File: src/rtl/operand_fetch_stage.sv
// -----------------------------------------------------------------------------
// operand_fetch_stage
//
// Decode-to-execute stage of the integer core. Drives the register file read
// addresses straight from the decoded source indices, resolves RAW hazards by
// forwarding from EX, MEM and WB, stalls on load-use (or on an EX result that is
// not yet available), and captures resolved operands plus control into a
// one-entry ID/EX register with valid/ready handshakes on both sides.
//
// Ports
//   clk, rst                       clock, asynchronous active-high reset
//   id_valid_i / id_ready_o        upstream handshake
//   id_rs1_i, id_rs2_i, id_rd_i    source / destination register indices
//   id_use_rs1_i, id_use_rs2_i     source is actually read
//   id_we_i, id_is_load_i          instruction writes rd / is a load
//   id_imm_i, id_pc_i              immediate and PC
//   raddr_a_o, raddr_b_o           register file read addresses
//   rdata_a_i, rdata_b_i           register file read data (combinational)
//   ex_fwd_valid_i, ex_fwd_data_i  EX result of the held instruction
//   mem_fwd_valid_i/_rd_i/_data_i  MEM-stage result
//   wb_we_i, wb_waddr_i, wb_wdata_i register file write port (being committed)
//   flush_i                        kill held and incoming instruction
//   ex_valid_o / ex_ready_i        downstream handshake
//   ex_rs1_data_o, ex_rs2_data_o, ex_imm_o, ex_pc_o, ex_rd_o,
//   ex_we_o, ex_is_load_o          registered operands and control
// -----------------------------------------------------------------------------
module operand_fetch_stage #(
  parameter int ADDR_WIDTH = 5,
  parameter int DATA_WIDTH = 32
) (
  input  logic                  clk,
  input  logic                  rst,

  input  logic                  id_valid_i,
  output logic                  id_ready_o,
  input  logic [ADDR_WIDTH-1:0] id_rs1_i,
  input  logic [ADDR_WIDTH-1:0] id_rs2_i,
  input  logic [ADDR_WIDTH-1:0] id_rd_i,
  input  logic                  id_use_rs1_i,
  input  logic                  id_use_rs2_i,
  input  logic                  id_we_i,
  input  logic                  id_is_load_i,
  input  logic [DATA_WIDTH-1:0] id_imm_i,
  input  logic [DATA_WIDTH-1:0] id_pc_i,

  output logic [ADDR_WIDTH-1:0] raddr_a_o,
  output logic [ADDR_WIDTH-1:0] raddr_b_o,
  input  logic [DATA_WIDTH-1:0] rdata_a_i,
  input  logic [DATA_WIDTH-1:0] rdata_b_i,

  input  logic                  ex_fwd_valid_i,
  input  logic [DATA_WIDTH-1:0] ex_fwd_data_i,
  input  logic                  mem_fwd_valid_i,
  input  logic [ADDR_WIDTH-1:0] mem_fwd_rd_i,
  input  logic [DATA_WIDTH-1:0] mem_fwd_data_i,
  input  logic                  wb_we_i,
  input  logic [ADDR_WIDTH-1:0] wb_waddr_i,
  input  logic [DATA_WIDTH-1:0] wb_wdata_i,

  input  logic                  flush_i,

  output logic                  ex_valid_o,
  input  logic                  ex_ready_i,
  output logic [DATA_WIDTH-1:0] ex_rs1_data_o,
  output logic [DATA_WIDTH-1:0] ex_rs2_data_o,
  output logic [DATA_WIDTH-1:0] ex_imm_o,
  output logic [DATA_WIDTH-1:0] ex_pc_o,
  output logic [ADDR_WIDTH-1:0] ex_rd_o,
  output logic                  ex_we_o,
  output logic                  ex_is_load_o
);

  // ID/EX register
  logic                  ex_valid_reg;
  logic [DATA_WIDTH-1:0] ex_rs1_data_reg;
  logic [DATA_WIDTH-1:0] ex_rs2_data_reg;
  logic [DATA_WIDTH-1:0] ex_imm_reg;
  logic [DATA_WIDTH-1:0] ex_pc_reg;
  logic [ADDR_WIDTH-1:0] ex_rd_reg;
  logic                  ex_we_reg;
  logic                  ex_is_load_reg;

  // Per-source views: index 0 is rs1, index 1 is rs2
  logic [1:0][ADDR_WIDTH-1:0] src_idx;
  logic [1:0]                 src_use;
  logic [1:0][DATA_WIDTH-1:0] src_rdata;
  logic [1:0][DATA_WIDTH-1:0] operand_next;
  logic [1:0]                 src_hazard;

  logic hazard;
  logic advance;
  logic capture;

  assign raddr_a_o = id_rs1_i;
  assign raddr_b_o = id_rs2_i;

  assign src_idx[0]   = id_rs1_i;
  assign src_idx[1]   = id_rs2_i;
  assign src_use[0]   = id_use_rs1_i;
  assign src_use[1]   = id_use_rs2_i;
  assign src_rdata[0] = rdata_a_i;
  assign src_rdata[1] = rdata_b_i;

  genvar gi;
  generate
    for (gi = 0; gi < 2; gi++) begin : g_src
      logic live;
      logic ex_hit;
      logic mem_hit;
      logic wb_hit;

      // An unused source neither forwards nor stalls; it just passes RF data.
      assign live    = src_use[gi] && (src_idx[gi] != '0);
      assign ex_hit  = live && ex_valid_reg && ex_we_reg && (ex_rd_reg == src_idx[gi]);
      assign mem_hit = live && mem_fwd_valid_i && (mem_fwd_rd_i == src_idx[gi]);
      // WB bypass: the RF commits on the same edge we capture, so its read
      // data is still stale this cycle.
      assign wb_hit  = live && wb_we_i && (wb_waddr_i == src_idx[gi]);

      // Youngest producer wins: EX, then MEM, then WB, then the RF.
      assign operand_next[gi] = (src_idx[gi] == '0) ? '0             :
                                ex_hit              ? ex_fwd_data_i  :
                                mem_hit             ? mem_fwd_data_i :
                                wb_hit              ? wb_wdata_i     :
                                                      src_rdata[gi];

      // A load's data is never available from EX; other producers stall
      // only until their result is flagged valid.
      assign src_hazard[gi] = ex_hit && (ex_is_load_reg || !ex_fwd_valid_i);
    end
  endgenerate

  assign hazard     = |src_hazard;
  assign advance    = !ex_valid_reg || ex_ready_i;
  assign id_ready_o = flush_i || (advance && !hazard);
  assign capture    = id_valid_i && id_ready_o;

  always_ff @(posedge clk or posedge rst) begin
    if (rst) begin
      ex_valid_reg    <= 1'b0;
      ex_rs1_data_reg <= '0;
      ex_rs2_data_reg <= '0;
      ex_imm_reg      <= '0;
      ex_pc_reg       <= '0;
      ex_rd_reg       <= '0;
      ex_we_reg       <= 1'b0;
      ex_is_load_reg  <= 1'b0;
    end else if (flush_i) begin
      // id_ready_o is forced high so upstream drops its instruction too.
      ex_valid_reg <= 1'b0;
    end else if (capture) begin
      ex_valid_reg    <= 1'b1;
      ex_rs1_data_reg <= operand_next[0];
      ex_rs2_data_reg <= operand_next[1];
      ex_imm_reg      <= id_imm_i;
      ex_pc_reg       <= id_pc_i;
      ex_rd_reg       <= id_rd_i;
      ex_we_reg       <= id_we_i;
      ex_is_load_reg  <= id_is_load_i;
    end else if (advance) begin
      // Bubble (including the load-use bubble); data fields are don't-care.
      ex_valid_reg <= 1'b0;
    end
  end

  assign ex_valid_o    = ex_valid_reg;
  assign ex_rs1_data_o = ex_rs1_data_reg;
  assign ex_rs2_data_o = ex_rs2_data_reg;
  assign ex_imm_o      = ex_imm_reg;
  assign ex_pc_o       = ex_pc_reg;
  assign ex_rd_o       = ex_rd_reg;
  assign ex_we_o       = ex_we_reg;
  assign ex_is_load_o  = ex_is_load_reg;

endmodule

File: config.mk
export PLATFORM = sky130hd
export DESIGN_NAME = operand_fetch_stage
export DESIGN_NICKNAME = d
export VERILOG_FILES = /design/src/rtl/operand_fetch_stage.sv
export SDC_FILE = /design/constraint.sdc
export NUM_CORES = 1
export LEC_CHECK = 0
export ABC_AREA = 1
export CORE_AREA = 2 2 156 158
export DETAILED_ROUTE_END_ITERATION = 12
export DIE_AREA = 0 0 158 160
export GPL_ROUTABILITY_DRIVEN = 0
export GPL_TIMING_DRIVEN = 0
export PLACE_DENSITY_LB_ADDON = 0.1
export SYNTH_ARGS = -nofsm -noshare
export SYNTH_HDL_FRONTEND = slang
export SYNTH_SLANG_ARGS = --single-unit
File: constraint.sdc
create_clock -name clk -period 9.83 [get_ports clk]
set_input_delay 1.4745 -clock clk [delete_from_list [all_inputs] [get_ports clk]]
set_output_delay 1.4745 -clock clk [all_outputs]
set_load 0.005 [all_outputs]
==> impl_metrics.toml <==
[global_route]
grt_pass1_vias = 9990
grt_pass1_wl_um = 56170
grt_overflow_total = 0
grt_max_degree = 96
track_usage = 0.2916
antenna_found_initial = 4

[cts]
clock_latency_ns = 0.42
hold_buffers = 0
path_clk_slew_ns = 0.06
cts_buffers = 17
clock_sinks = 136
ctsResizeCount = 0
cts-root-buf = "clkbuf_16"
cts_buffer_depth = 2
cts_tree = "done"
h-tree-depth = 4
postCtsSetupBuffers = 0

[route]
wl_um = 37470
ant_nets = 0
first_pass_iters = 7
drt-wirelength-per-cell_um = 18.62
vias_per_cell = 5.018
via_count = 10100
drc = 0
drt-initial-drc-count = 710

[layout]
nNetsFinal = 1932
drive_above_1_share = 0.05344
stdcell_area_sq_um = 13400
final_common_cell = "nand2_1"
area_delta_synth_final_pct = 61.61
layout_common_cells = "562 x nand2_1, 407 x clkdlybuf4s50_1, 265 x nand3_1"

[worst_setup_path]
r2r-start = "ex_rd_o[1]"
worst_r2r_endpoint = "ex_rs2_data_o[31]"
crit_required_ns = 8.36
critPathSlowestCell = "clkdlybuf4s50_1"
worstRegToRegCells = 12
cp_cell_sequence = "clkdlybuf4s50_1 > nor2_1 > nand3_1 > nand2_1 > inv_2 > nand3_2 > nand2_1 > a21boi_2 > clkbuf_1 > clkdlybuf4s50_1"
worstSetupPathType = "in -> out"
crit_path_start_kind = "input pin"
cp-end-kind = "output pin"
endpoint = "id_ready_o"
critPathMaxStageDelay_ns = 0.59
critPathLaunch = "id_rs2_i[4]"
rrSetupSlack_ns = 7.40
critPathArrivalTime_ns = 4.09
critPathMaxFanout = 10

[yosys]
syn_area_sq_um = 8290
yosys_register_bits = 136
avgSynthCellArea_sq_um = 6.664
synth_compound_area_frac = 0.01026
syn_nets = 1505
synth-seq-area-share = 0.4105
synth_ff_type = "dfrtp_1"
syn_inst = 1244
muxShareOfSynthArea = 0
async_reset_ff_frac = 1.000
ys_warn_count = 0
synth_cell_types = 24
synth_xor_area_frac = 0.01268
synth_edf_count = 0
synthSimpleGateAreaFrac = 0.4839
synthAdderAreaFrac = 0
synth_top_family_by_area = "simple AND/OR/NAND/NOR gates"

[die]
die_area_sq_um = 25280
die_y_um = 160
initial_core_util = 0.3480
fp.dieW_um = 158
rows = 57
coreArea_sq_um = 23820
boundaryPins = 408

[power]
pwr-share-comb = 0.288
max-vdd-ir-drop_mv = 0.09789
clkPwrFrac = 0.344
p_leak_nw = 6.487
pwr-share-seq = 0.367
p_int_w = 0.001285
p_total_w = 0.001882
switching_power_w = 0.0005969
swShare = 0.3172
powerDensity_nw_per_um2 = 140.4

[timing]
slew_viol_final = 0
setup_tns_ns = 0
period_needed_ns = 5.569
period_share = 0.5665
setup_viol = 0
tightest_slew_ns = 0.8555
max_freq_mhz = 179.6
fin_skew_ns = 0.01711
finalHoldViolCount = 0
maxSlewHeadroom = 0.4285
rsz0062_at_grt = "false"

[worst_hold_path]
hold_path_class = "reg -> reg"
whs_path_depth = 2

[outcome]
status = "complete, no violations"

[flow_run]
timing.max_cap.violations = 0

[placed_design]
io_buffers = 407
post-dp-hpwl_um = 28580
placed_area_sq_um = 12800
power by group through the flow:
stage | clock network, W | registers (W) | logic (W)
after detailed placement | 0 | 0.000698 | 0.000543
after CTS | 0.000660 | 0.000691 | 0.000545
after floorplan | 0 | 0.000701 | 0.000175
after global routing | 0.000683 | 0.000700 | 0.000592
final | 0.000648 | 0.000691 | 0.000543
after global placement | 0 | 0.000699 | 0.000539
cell type report:
| cell class | instances | area, sq um |
|---|---|---|
| Clock inverter | 15 | 160.2 |
| Fill cell | 2394 | 10420 |
| Tap cell | 324 | 405.4 |
| Antenna cell | 4 | 10.01 |
| Multi-Input combinational cell | 950 | 4202 |
| Timing Repair Buffer | 408 | 4101 |
| Inverter | 59 | 226.5 |
| Sequential cell | 136 | 3403 |
| Buffer | 99 | 464.2 |
| Clock buffer | 17 | 425.4 |
metrics by stage:
stage / hold slack, ns / util / instances / setup WS (ns)
after CTS: 0.4816 / 0.5620 / 2008 / 4.274
after detailed placement: 0.4640 / 0.5375 / 1976 / 4.270
after floorplan: 0.4724 / - / 1244 / 4.716
after global placement: 0.4610 / 0.5361 / 1975 / 2.460
final: 0.4743 / 0.5625 / 2012 / 4.261
after global routing: 0.4993 / 0.5623 / 2011 / 4.007
cells by family after synthesis:
group / count (synthesis)
AND/OR/NAND/NOR: 923
buffers and inverters: 158
flip-flops: 136
AO/OA/AOI/OAI: 15
XOR/XNOR: 12
layer usage:
layer  GRT usage  share of wire  routed length (um)
met1      0.3408           0.38               14330
met2      0.4911           0.48               17900
met3     0.08955           0.10                3744
met4      0.1269          0.040                1489
met5           0        0.00035                  13
sequential cells by signal (all words and copies together), names as in the netlist:
| name | count |
|---|---|
| ex_rs2_data_o | 32 |
| ex_valid_o | 1 |
| ex_is_load_o | 1 |
| ex_rd_o | 5 |
| ex_pc_o | 32 |
| ex_we_o | 1 |
| ex_rs1_data_o | 32 |
| ex_imm_o | 32 |
worst min-delay path by stage:
stage | endpoint | from
final | ex_rs2_data_o[6] | ex_rs2_data_o[6]
after global routing | ex_rs2_data_o[29] | ex_rs2_data_o[29]
after CTS | ex_rs2_data_o[6] | ex_rs2_data_o[6]
after global placement | ex_pc_o[1] | ex_pc_o[1]
after detailed placement | ex_rs1_data_o[16] | ex_rs1_data_o[16]
after floorplan | ex_rs1_data_o[0] | ex_rs1_data_o[0]
Yosys cell counts (3+ instances only):
library cell,count,share of area
a21oi_1,11,0.0066
xor2_1,3,0.0032
buf_2,23,0.014
dfrtp_1,136,0.41
nor3_2,3,0.0036
inv_1,52,0.024
nand3_1,265,0.16
inv_2,7,0.0032
nor2_1,23,0.010
nand4_1,64,0.048
buf_1,6,0.0027
nand2_1,562,0.25
buf_4,15,0.014
xnor2_1,9,0.0095
clkbuf_1,54,0.024
worst max-delay path, delay by kind of cell:
kind	cells	cell delay, ns
and+or+nand+nor	5	0.79
buffers and inverters	4	1.60
AOI/OAI and AO/OA	1	0.23
No activity file was read; power rests on OpenSTA's default activity.
